==> src/rtl/uart_rx.sv <==
// uart_rx: 16x oversampling UART receiver with odd/even parity, framing/overflow error pulses and a show-ahead FIFO
module uart_rx #(
  parameter int SYS_CLK_FREQ = 50000000,
  parameter int BAUD_RATE = 19200,
  parameter int DATA_BITS = 8,
  parameter int STOP_BITS = 1,
  parameter int PARITY_MODE = 1,
  parameter int FIFO_ADDR_BITS = 3
) (
  input logic clk,
  input logic rst,
  input logic rx,
  input logic rd_en,
  output logic [DATA_BITS-1:0] rx_data,
  output logic rx_empty,
  output logic rx_full,
  output logic parity_err,
  output logic framing_err,
  output logic overflow_err
);
  localparam int DIV = (SYS_CLK_FREQ + BAUD_RATE * 8) / (BAUD_RATE * 16);
  localparam int CW = $clog2(DIV + 1);
  localparam int AW = FIFO_ADDR_BITS;
  localparam int DEPTH = 1 << AW;
  localparam logic [2:0] IDLE = 3'd0, START = 3'd1, DATA = 3'd2, PARITY = 3'd3, STOP = 3'd4;
  logic s1_q, s2_q, prev_q, rxs;
  logic [CW-1:0] div_q, div_d;
  logic [2:0] state_q, state_d, bcnt_q, bcnt_d;
  logic [3:0] tcnt_q, tcnt_d;
  logic [DATA_BITS-1:0] sh_q, sh_d;
  logic pe_q, pe_d, fe_q, fe_d, fe_now;
  logic [DATA_BITS-1:0] mem_q [DEPTH];
  logic [AW-1:0] wp_q, wp_d, rp_q, rp_d;
  logic [AW:0] cnt_q, cnt_d;
  logic perr_q, perr_d, ferr_q, ferr_d, oerr_q, oerr_d;
  logic start, tick, samp, done, push, pop, wr;
  always_comb begin
    rxs = s2_q;
    start = state_q == IDLE && prev_q && !rxs;
    tick = div_q == CW'(DIV - 1);
    div_d = (start || tick) ? '0 : div_q + 1'b1;
    samp = tick && tcnt_q == (state_q == START ? 4'd7 : 4'd15);
    done = samp && state_q == STOP && bcnt_q == 3'(STOP_BITS - 1);
    fe_now = fe_q | !rxs;
    push = done && !fe_now && !pe_q;
    rx_empty = cnt_q == '0;
    rx_full = cnt_q == (AW + 1)'(DEPTH);
    pop = rd_en && !rx_empty;
    wr = push && (!rx_full || pop);
    wp_d = wp_q + AW'(wr);
    rp_d = rp_q + AW'(pop);
    cnt_d = cnt_q + (AW + 1)'(wr) - (AW + 1)'(pop);
    ferr_d = done && fe_now;
    perr_d = done && !fe_now && pe_q;
    oerr_d = push && rx_full && !pop;
    rx_data = mem_q[rp_q];
    parity_err = perr_q;
    framing_err = ferr_q;
    overflow_err = oerr_q;
  end
  always_comb begin
    state_d = state_q;
    bcnt_d = bcnt_q;
    sh_d = sh_q;
    pe_d = pe_q;
    fe_d = fe_q;
    tcnt_d = (start || samp) ? '0 : tcnt_q + {3'b0, tick};
    case (state_q)
      IDLE: if (start) begin
        state_d = START;
        bcnt_d = '0;
        pe_d = 1'b0;
        fe_d = 1'b0;
      end
      START: if (samp) state_d = rxs ? IDLE : DATA;
      DATA: if (samp) begin
        sh_d = {rxs, sh_q[DATA_BITS-1:1]};
        bcnt_d = bcnt_q == 3'(DATA_BITS - 1) ? '0 : bcnt_q + 3'd1;
        state_d = bcnt_q != 3'(DATA_BITS - 1) ? DATA : PARITY_MODE == 0 ? STOP : PARITY;
      end
      PARITY: if (samp) begin
        pe_d = (^{sh_q, rxs}) == (PARITY_MODE == 2);
        state_d = STOP;
      end
      STOP: if (samp) begin
        fe_d = fe_now;
        bcnt_d = bcnt_q + 3'd1;
        state_d = done ? IDLE : STOP;
      end
      default: state_d = IDLE;
    endcase
  end
  always_ff @(posedge clk) begin
    if (rst) begin
      s1_q <= 1'b1;
      s2_q <= 1'b1;
      prev_q <= 1'b0;
      div_q <= '0;
      state_q <= IDLE;
      bcnt_q <= '0;
      tcnt_q <= '0;
      sh_q <= '0;
      pe_q <= 1'b0;
      fe_q <= 1'b0;
      wp_q <= '0;
      rp_q <= '0;
      cnt_q <= '0;
      perr_q <= 1'b0;
      ferr_q <= 1'b0;
      oerr_q <= 1'b0;
    end else begin
      s1_q <= rx;
      s2_q <= s1_q;
      prev_q <= rxs;
      div_q <= div_d;
      state_q <= state_d;
      bcnt_q <= bcnt_d;
      tcnt_q <= tcnt_d;
      sh_q <= sh_d;
      pe_q <= pe_d;
      fe_q <= fe_d;
      wp_q <= wp_d;
      rp_q <= rp_d;
      cnt_q <= cnt_d;
      perr_q <= perr_d;
      ferr_q <= ferr_d;
      oerr_q <= oerr_d;
    end
  end
  always_ff @(posedge clk) begin
    if (wr && !rst) mem_q[wp_q] <= sh_q;
  end
endmodule

==> config.mk <==
export PLATFORM = sky130hd
export DESIGN_NAME = uart_rx
export DESIGN_NICKNAME = d
export VERILOG_FILES = /design/src/rtl/uart_rx.sv
export SDC_FILE = /design/constraint.sdc
export NUM_CORES = 1
export LEC_CHECK = 0
export CORE_MARGIN = 2
export CORE_UTILIZATION = 53
export CTS_BUF_LIST = sky130_fd_sc_hd__clkbuf_8
export DETAILED_ROUTE_END_ITERATION = 6
export GPL_TIMING_DRIVEN = 0
export HOLD_SLACK_MARGIN = 0.05
export MAX_ROUTING_LAYER = met4
export PLACE_DENSITY = 0.71
export SYNTH_ARGS = -nofsm -noshare
export SYNTH_HDL_FRONTEND = slang
export SYNTH_SLANG_ARGS = --single-unit
==> constraint.sdc <==
create_clock -name clk -period 4.85 [get_ports clk]
set_input_delay 0.485 -clock clk [delete_from_list [all_inputs] [get_ports clk]]
set_output_delay 0.485 -clock clk [all_outputs]
set_load 0.03 [all_outputs]
After elaboration in Yosys (flattened, before gate mapping). Memory sizes are Yosys's and may differ from the RTL's. A register that Yosys moved wholly into a read port is not among the register bits. Index checks and enable logic that the tools add are counted.

Flip-flop bits (word level): 44. Memory bits (writable): 64. Memories kept: 1. Output and inout port bits: 13. Input port bits: 4.

Memory list: mem_q (words 8, bits a word 8, read ports 1, clocked after Yosys merged registers in 1, wr ports 1, RTL line 32) `logic [DATA_BITS-1:0] mem_q [DEPTH];`.

Multiplexer cells: 23. Add/subtract/negate cells: 7. Reduce and logical (&&, ||, !) cells: 38. Equality and inequality tests: 14. Bitwise gates (word level): 2.

Operator list (number): $mux 3 (11); $pmux 3 s5 (1); $logic_and 1x1->1 (14); $ne 2x2->1 const B (5); $pmux 3 s3 (1); $reduce_xor 9->1 (1); $add 4x1->4 (2); $add 8x1->8 const B (1); $eq 8x8->1 const B (1); $logic_not 1->1 (7); $add 3x1->3 (2); $eq 3x2->1 const B (2); $eq 3x3->1 const B (2); $logic_not 3->1 (2); $mux 1 (6); $reduce_and 3->1 (2); $reduce_and 5->1 (1); $eq 4x4->1 (1); $eq 4x4->1 const B (1); $logic_not 4->1 (1); $mux 4 (1); $pmux 1 s2 (2); $reduce_and 4->1 (1); $reduce_bool 2->1 (2); other kinds (11) (14).

Longest topological paths before layout. Gate-level depths: netlist of the first run.

Depth after elaboration: 12. Depth in mapped cells: 12.

Worst setup path after synthesis of the first run. Ideal clock, no wire load.

Kind: register to register. From: register div_q[0]. To: memory mem_q[0][0] (enable). Arrival: 2.453 ns. Cell stages (with the launch flop): 8. Setup slack: 2.003 ns. Required time: 4.455 ns. Clock period less this slack: 2.847 ns. Path buffers: 0. Path through: dfxtp_1 inv_1 ha_1 nand4b_1 nor3_4 nand4_2 or3_4 nor4_1.

Longest elaborated chain between the ends: 10.

Ends and longest elaborated chain: start: declaration (RTL line 27) `logic [CW-1:0] div_q, div_d;`; start signal: assignment (RTL line 115) `div_q <= div_d;`; $eq 8x8->1 (RTL line 40) `tick = div_q == CW'(DIV - 1);`; $logic_and 1x1->1 (RTL line 42) `samp = tick && tcnt_q == (state_q == START ? 4'd7 : 4'd15);`; $logic_and 1x1->1 (2 in series) (RTL line 43) `done = samp && state_q == STOP && bcnt_q == 3'(STOP_BITS - 1);`; $logic_and 1x1->1 (2 in series) (RTL line 45) `push = done && !fe_now && !pe_q;`; $logic_and 1x1->1 (RTL line 49) `wr = push && (!rx_full || pop);`; $logic_and 1x1->1 (RTL line 131) `if (wr && !rst) mem_q[wp_q] <= sh_q;`; $mux 1 (RTL line 131); $mux 1 (not written as such) (RTL line 131); end: declaration (RTL line 32).

No other way between the ends.

==> results of run 1 <==
## where the power goes
part / switching (mW) / internal [mW]
Combinational: 0.229 / 0.226
Clock: 0.284 / 0.196
Sequential: 0.0171 / 0.984
## path summary, 6_finish.rpt
kind                                     startpoint                     to  slack (ns)  depth (start not counted)
worst min register to register      s1_q$_SDFF_PP1_         rxs$_SDFF_PP1_        0.42                          1
worst max register to register  div_q[0]$_SDFF_PP0_  mem_q[7][3]$_DFFE_PP_        1.90                          7
worst max-delay path             rp_q[0]$_SDFF_PP0_             rx_data[2]        1.26                          5
worst min-delay path                s1_q$_SDFF_PP1_         rxs$_SDFF_PP1_        0.42                          1
## cells by family (layout without fill, tap and decap cells)
| family | count (synthesis) | count (layout) | share of synthesized area, % |
|---|---|---|---|
| AOI/OAI and AO/OA | 21 | 21 | 2.98 |
| xor gates and xnor gates | 20 | 20 | 4.16 |
| adders and majority gates | 17 | 17 | 4.85 |
| buffers and inverters | 25 | 58 | 2.15 |
| DFF | 108 | 108 | 61.8 |
| muxes | 33 | 33 | 11.9 |
| and+or+nand+nor | 104 | 104 | 12.2 |
## synthesized netlist by cell type (2+ instances only)
library cell	count	area share, %
nor2b_1	8	1.1
ha_1	16	4.4
nor2_1	42	3.5
mux2i_1	9	2.0
nand2b_1	3	0.41
nand3_1	12	1.3
nand3b_1	2	0.33
a21oi_1	3	0.33
a31oi_1	5	0.69
mux4_2	16	7.9
edfxtp_1	64	42
a31o_2	2	0.39
dfxtp_1	44	19
buf_2	3	0.33
nor3_1	4	0.44
mux2_2	8	2.0
o21ai_0	4	0.44
or3_4	3	0.74
inv_1	12	0.99
and3_1	4	0.55
xor2_1	9	1.7
nor4_1	4	0.55
nand2_1	8	0.66
or2_2	2	0.28
clkbuf_1	9	0.74
nor3b_1	4	0.66
xnor2_1	10	1.9
## layout by cell type (no fill, tap or decap), types with 3 or more instances in the layout
cell | netlist | layout
xnor2_1 | 10 | 10
and3_1 | 4 | 4
clkbuf_1 | 9 | 9
mux4_2 | 16 | 16
or3_4 | 3 | 3
nor2_1 | 42 | 42
dfxtp_1 | 44 | 44
buf_2 | 3 | 3
o21ai_0 | 4 | 4
nor3b_1 | 4 | 4
mux2i_1 | 9 | 9
nand3_1 | 12 | 12
ha_1 | 16 | 16
xor2_1 | 9 | 9
mux2_2 | 8 | 8
edfxtp_1 | 64 | 64
clkbuf_8 | 0 | 10
nor2b_1 | 8 | 8
nand2b_1 | 3 | 3
a21oi_1 | 3 | 3
a31oi_1 | 5 | 5
clkdlybuf4s50_1 | 0 | 15
nor3_1 | 4 | 4
nand2_1 | 8 | 8
inv_1 | 12 | 15
## critical path: stages, from the launching register on
cell and delay (ns):
dfxtp_1 0.34, clkbuf_1 0.50, buf_2 0.47, mux4_2 0.55
mux2_2 0.29, clkdlybuf4s50_1 0.59
## cell type report
type	count	area, µm²	area share [%]
Inverter	12	45.0	0.897
Timing Repair Buffer	17	165	3.29
Clock inverter	6	35.0	0.698
Multi-Input combinational cell	195	1650	32.9
Buffer	13	52.6	1.05
Sequential cell	108	2800	55.8
Tap cell	105	131	2.62
Clock buffer	10	138	2.74
## metal layers
layer,up-vias,GRT usage (%),wire (µm)
li1,1254,-,-
met1,1263,24.2,3460
met2,51,30.2,3790
met3,10,2.79,254
met4,0,7.04,121
met5,-,-,0
## registers in the layout, indices dropped and copies added, names as in the netlist, 3 cells and up
register  cells
div_q         8
tcnt_q        4
state_q       3
bcnt_q        3
sh_q          8
mem_q        64
rp_q          3
wp_q          3
cnt_q         4
## through the flow
step,total power [mW],cell area (µm²)
after global placement,1.47,4820
after global routing,2.03,5020
final,1.94,5020
after floorplan,1.36,4540
after CTS,1.96,5020
after detailed placement,1.48,4850
==> summary.md, run 1 <==
For the antenna violation net count after detailed routing, the log shows 0. Of all nets on the critical path, the largest fanout is 10. The setup path with the least slack is of type reg -> out. In this run, the number of DRC markers left after iteration 0 of detailed routing was 152.

The tools report the total count of hold-check failures in the final report as 0. Clock skew on the completed layout was measured at 0.0181 ns. The number of fill cells is 652, and the final number of setup-violating endpoints is 0. The horizontal die dimension works out to 96.5 µm.

Counting I/O delays and the setup requirement, the final critical path takes 3.59 ns. OpenSTA, run right after detailed placement, puts the worst setup slack at 1.57 ns. The type of the tightest min-delay check is reg -> reg. The number of optimization iterations in the first detailed-route pass is 4.

Number of top-level design ports: 17. The tools report the area of the die as 9320 µm². The routed via count divided by cell count is 5.53. The tools report the via count of the first global-routing pass as 2512. In this run, synthesis inferred 64 flip-flops with an integrated enable. STA classifies the critical path endpoint as a primary output. The power density relative to cell area is 386 nW/µm².

The post-cts sizing count was 0; the register clock-pin slew on the reported worst setup and hold paths was 0.08 ns. The H-tree generated during clock tree synthesis spans 3 levels. TritonCTS built the clock tree. The run gives 55.0% as the effective utilization at floorplan. The count of cell types in the netlist is 45, and the post-synth net total is 349.

The run gives 0 as the number of buffers inserted for hold repair after clock tree synthesis. VDD sags by at most 0.176 mV. STA puts the critical path data arrival time at 3.10 ns. The later pin in the worst-skew pair is clocked with a latency of 0.36 ns. For this run, the total global-route usage over all layers was measured as 18.7%.

The largest net degree at the start of global routing came out at 18. The share of final-layout standard cells stronger than drive strength 1 works out to 14.7%. Setup total negative slack on the finished layout was measured at 0 ns.

The tools report the number of clock sinks as 108. Setup repair after global routing left no endpoint under its margin. The global-route wire length before repair was 12400 µm.

The estimated wirelength of the detail-placed design was 5190 µm. For this run the aggregate overflow at the end of global routing stands at 0. The root buffer cell chosen for the clock tree is clkbuf_8. Total vias in the final route: 2578.

For the setup slack after layout, the log shows 1.26 ns. The number of setup buffers added after CTS is 0. After detailed placement, the design holds a cell count of 450.

The async set or reset register ratio after synthesis was 0%; the global placement routability congestion was 0.827. The run gives 60.8% as the post-layout utilization of the core. Upper clock frequency limit: 279 MHz.

The final worst-path cycle share is 74.0%. Synthesis handed over a netlist of 328 instances. The worst-margin pin slew was 0.908 ns; the total count of max-transition violations in the final report was 0.

Once layout is complete, the cells apart from fillers number 466. Nature of the critical path startpoint: a register. The final layout contains 377 nets. The clock buffer count from CTS is 9, and the average detailed-routed wire length per instance is 16.4 µm. The run gives 4.37 ns as the critical path data required time.

0 antenna diodes ended up in the layout. The relative area change from synthesis to final layout is 10.6%, and the final wirelength is 7630 µm. For this run, the number of Yosys warnings is 0.

Synthesis-stage register bit count: 108. After floorplanning, the core was divided into 33 placement rows. In the synthesized netlist the dominant register cell turns out to be edfxtp_1. For the leakage component of the power, the log shows 1.85 nW. The floorplan step set the die height to 96.5 µm. The logs give 4540 µm² for the area of the mapped netlist and 0 for the max-cap check violation count.

The mean cell area of the mapped netlist works out to 13.8 µm². In the routed design, unresolved DRC markers number 0. The flow ran to the end, and the final reports show no timing, DRC or antenna violations. The number of port buffers came out at 15. Hold is met by 0.420 ns. The tools report the placeable core region as 8260 µm². The number of antenna violations at the first check in global routing is 0, and the maximum buffer depth of the clock tree is 2.

Headroom to the max-slew limit came out at 39.2%. The share of synthesized area occupied by flip-flops and latches is 61.8%.
Power figures use the tool's default switching activity.
==> run 2: changes to the inputs <==
--- a/config.mk
+++ b/config.mk
@@ -12,7 +12,7 @@
 export GPL_TIMING_DRIVEN = 0
 export HOLD_SLACK_MARGIN = 0.05
 export MAX_ROUTING_LAYER = met4
-export PLACE_DENSITY = 0.71
+export PLACE_DENSITY = 0.74
 export SYNTH_ARGS = -nofsm -noshare
 export SYNTH_HDL_FRONTEND = slang
 export SYNTH_SLANG_ARGS = --single-unit
==> constraint.sdc (replaced) <==
create_clock -name clk -period 2.99 [get_ports clk]
set_input_delay 0.299 -clock clk [delete_from_list [all_inputs] [get_ports clk]]
set_output_delay 0.299 -clock clk [all_outputs]
set_load 0.03 [all_outputs]
==> run 2 against run 1 <==
Effect of this change: design area rose by 1.4%; clock power up 65%; power rose by 64%; via count up 1.7%; clock skew down 0.0076 ns; non-clock buffer count up 4; final cell count up 0.86%; die area stayed put; first-iteration DRC count down 7.9%; worst setup slack got worse by 1.1 ns; routed wire length fell by 0.24%; register-to-register slack lost 1.8 ns.
==> summary.md, run 2 (synthesis gave the netlist of run 1 again) <==
The tools report the number of inserted diodes as 0 (unchanged). The most flop-heavy register is mem_q. The run gives 0.331 mV (+89%) as the worst ir drop on vdd. The run gives -0.0849 ns (-1.66 ns) as the placement-stage worst setup slack. The setup path with the least slack is of type reg -> out. The tools report the number of DRC markers in iteration 0 as 140 (-7.9%).

After layout, the minimum clock period comes to 2.86 ns. The overall routing resource usage was 19.1% (+0.39 points). The power density relative to cell area works out to 622 nW/µm² (+61%). The internal power consumption is 2.28 mW (+62%). The storage element area is 2800 µm² (unchanged), and the flip-flop count of the largest register, all copies and words added is 64 (unchanged).

The logs give 216 µm (-15%) for the met3 layer wire length in the routed design and 9320 µm² (unchanged) for the area of the die. The routed metal-1 wirelength is 3510 µm (+1.4%). Power spent charging and discharging nets: 0.888 mW (+67%).

Combinational share of power: 23.6% (about the same). The number of optimization iterations in the first detailed-route pass was 4 (unchanged). For the routed length on met2, the log shows 3790 µm (about the same). TritonCTS built the clock tree. For the largest net degree at the start of global routing, the log shows 19 (+1). The run gives 0.127 ns (-1.13 ns) as the setup slack after layout. Die extent in y: 96.5 µm (unchanged). The relative slew slack was 45.0% (+5.7 points). The global-route wire length before repair was 12600 µm (+2.2%); the register-to-register path setup slack was 0.14 ns (-1.76 ns). The placeable core region was 8260 µm² (unchanged). The run gives 7610 µm (-0.24%) as the final wirelength.

The share of final-layout standard cells stronger than drive strength 1 is 17.8% (+3.1 points), and the number of fill cells is 657 (+0.77%). For the DRC violations left, the log shows 0 (unchanged). The tools report the share of total power in the clock network as 25.1% (+0.3 points).

The signal on the critical path passes through clkbuf_4 -> buf_6 -> mux4_2 -> mux2_2 -> clkdlybuf4s50_1. The final hold slack is 0.416 ns (-0.00344 ns), and the proportion of total power due to net switching is 28.0% (+0.61 points). The number of clock sinks is 108 (unchanged), and the worst-margin pin slew is 0.822 ns (-0.0855 ns).

For the area after detailed placement, the log shows 4850 µm² (unchanged). Setup repair after global routing could not meet its margin everywhere. Effective utilization at floorplan: 55.0% (unchanged). The run finished with clean final reports. The horizontal die dimension works out to 96.5 µm (unchanged). Average detailed-routed wire length per instance: 16.2 µm (-1.1%).

Total vias in the final route: 2623 (+1.7%). The leakage component of the power came out at 1.91 nW (+3.4%). Routed via count divided by cell count: 5.58 (+0.88%). The type of the tightest min-delay check is reg -> reg. The run gives 0 (unchanged) as the final number of setup-violating endpoints. Worst endpoint data arrival time: 2.56 ns (-0.54 ns).

The clock insertion delay at the later pin of the skew report was 0.37 ns (about the same); the relative area change from synthesis to final layout was 12.2%. The total grt overflow was 0 (unchanged). Estimated wirelength of the detail-placed design: 5070 µm (-2.3%). Leaving out fill and tap cells, the most frequent cell in the layout is edfxtp_1. Max-cap check violation count: 0 (unchanged).

STA classifies the critical path endpoint as a primary output. The clock buffer count from CTS came out at 9 (unchanged). The level count of the clock H-tree was 3 (unchanged); the via count of the first global-routing pass was 2514 (+0.080%).

The tools report the total count of max-transition violations in the final report as 0 (unchanged). The maximum single-stage delay on the critical path works out to 0.59 ns (about the same). The slowest stage of the critical path is the clkdlybuf4s50_1 cell.

Signal routing reaches up to met4. The largest driver fanout on the critical path is 10 (unchanged), and the final worst-path cycle share is 95.7%. The run gives 0 (unchanged) as the total count of hold-check failures in the final report.

The worst setup path is launched from a register. The global placement routability congestion is 0.862 (+4.2%). In the final layout, the registers with the most flip-flops are mem_q (64), div_q (8), sh_q (8). The number of antenna violations at the first check in global routing was 0 (unchanged); the maximum buffer depth of the clock tree was 2 (unchanged). The buffer cell driving the clock tree root was clkbuf_8. For the number of top-level design ports, the log shows 17 (unchanged). The number of port buffers is 15 (unchanged).

The number of placement rows was 33 (unchanged). The logs give 381 (+1.1%) for the number of nets in the final layout and 0.0105 ns (-0.00759 ns) for the clock skew after layout. The upper clock frequency limit came out at 349 MHz. The library cells used most frequently in the layout, excluding fill and tap cells, are 64 x edfxtp_1, 44 x dfxtp_1, 38 x nor2_1. Antenna violation net count after detailed routing: 0 (unchanged).

The critical path data required time was 2.69 ns (-1.68 ns); the register clock-pin slew on the reported worst setup and hold paths was 0.10 ns (+0.02 ns). The area taken by multi-input logic gates was 1670 µm² (+1.1%). The portion of total power attributed to sequential cells was 51.3% (-0.4 points). The run gives 5090 µm² (+1.4%) as the area of all placed cells without fillers.
[run 2: cell types whose count changed in the layout (fill, tap and decap cells not counted), sizes merged]
cell,previous run,this run
buf,6,10
dlymetal6s2s,0,4
clkbuf,19,18
clkinvlp,2,1
clkdlybuf4s50,15,11
inv,15,14
clkinv,1,4
[run 2: path summary, 6_finish.rpt]
kind / startpoint / end / cells past startpoint
setup / recovery: rp_q[0]$_SDFF_PP0_ / rx_data[7] / 5
hold / removal: s1_q$_SDFF_PP1_ / rxs$_SDFF_PP1_ / 1
setup reg to reg: state_q[1]$_SDFFE_PP0P_ / mem_q[4][3]$_DFFE_PP_ / 7
hold reg to reg: s1_q$_SDFF_PP1_ / rxs$_SDFF_PP1_ / 1
[run 2: worst max-delay path: cells and delay by family (launching register included)]
family	cells	cell delay, ns
DFF	1	0.36
buffers and inverters	3	1.05
muxes	2	0.79
[run 2: power groups by stage]
stage / registers (mW) / clock network (mW) / logic [mW]
2_1_floorplan: 1.65 / 0 / 0.555
3_3_place_gp: 1.66 / 0 / 0.730
3_5_place_dp: 1.66 / 0 / 0.746
4_1_cts: 1.62 / 0.813 / 0.767
5_1_grt: 1.63 / 0.880 / 0.820
6_report: 1.62 / 0.795 / 0.748
[run 2: repair_timing]
item	4_1_cts	5_1_grt
hold buffers	0	0
cloned	0	0
setup endpoints to repair	21	47
pin swaps	0	1
buffers inserted	0	4
endpoints found under the hold margin	0	0
resized for setup	9	7
[run 2: layer usage]
metal  GRT usage [%]  up-vias
met4            5.99        0
met3            3.26       10
met1            25.4     1284
met2            30.4       59
li1                -     1270
met5               -        -
[run 2: final cells by class]
cell class | instances | area share [%]
sequential | 108 | 55.0
multi-input combinational | 195 | 32.8
timing repair buffer | 21 | 4.03
tap | 105 | 2.58
clock buffer | 9 | 2.43
buffer | 13 | 1.28
clock inverter | 7 | 0.983
inverter | 12 | 0.885
[run 2: per-stage QoR]
stage / instances / TNS [ns] / util [%] / total power [mW]
after floorplan: 328 / 0 / - / 2.21
after global placement: 448 / -12.61 / 58.4 / 2.39
after detailed placement: 450 / -0.514 / 58.7 / 2.40
after CTS: 466 / 0 / 61.1 / 3.20
after global routing: 470 / -2.16 / 61.7 / 3.33
final: 470 / 0 / 61.7 / 3.17
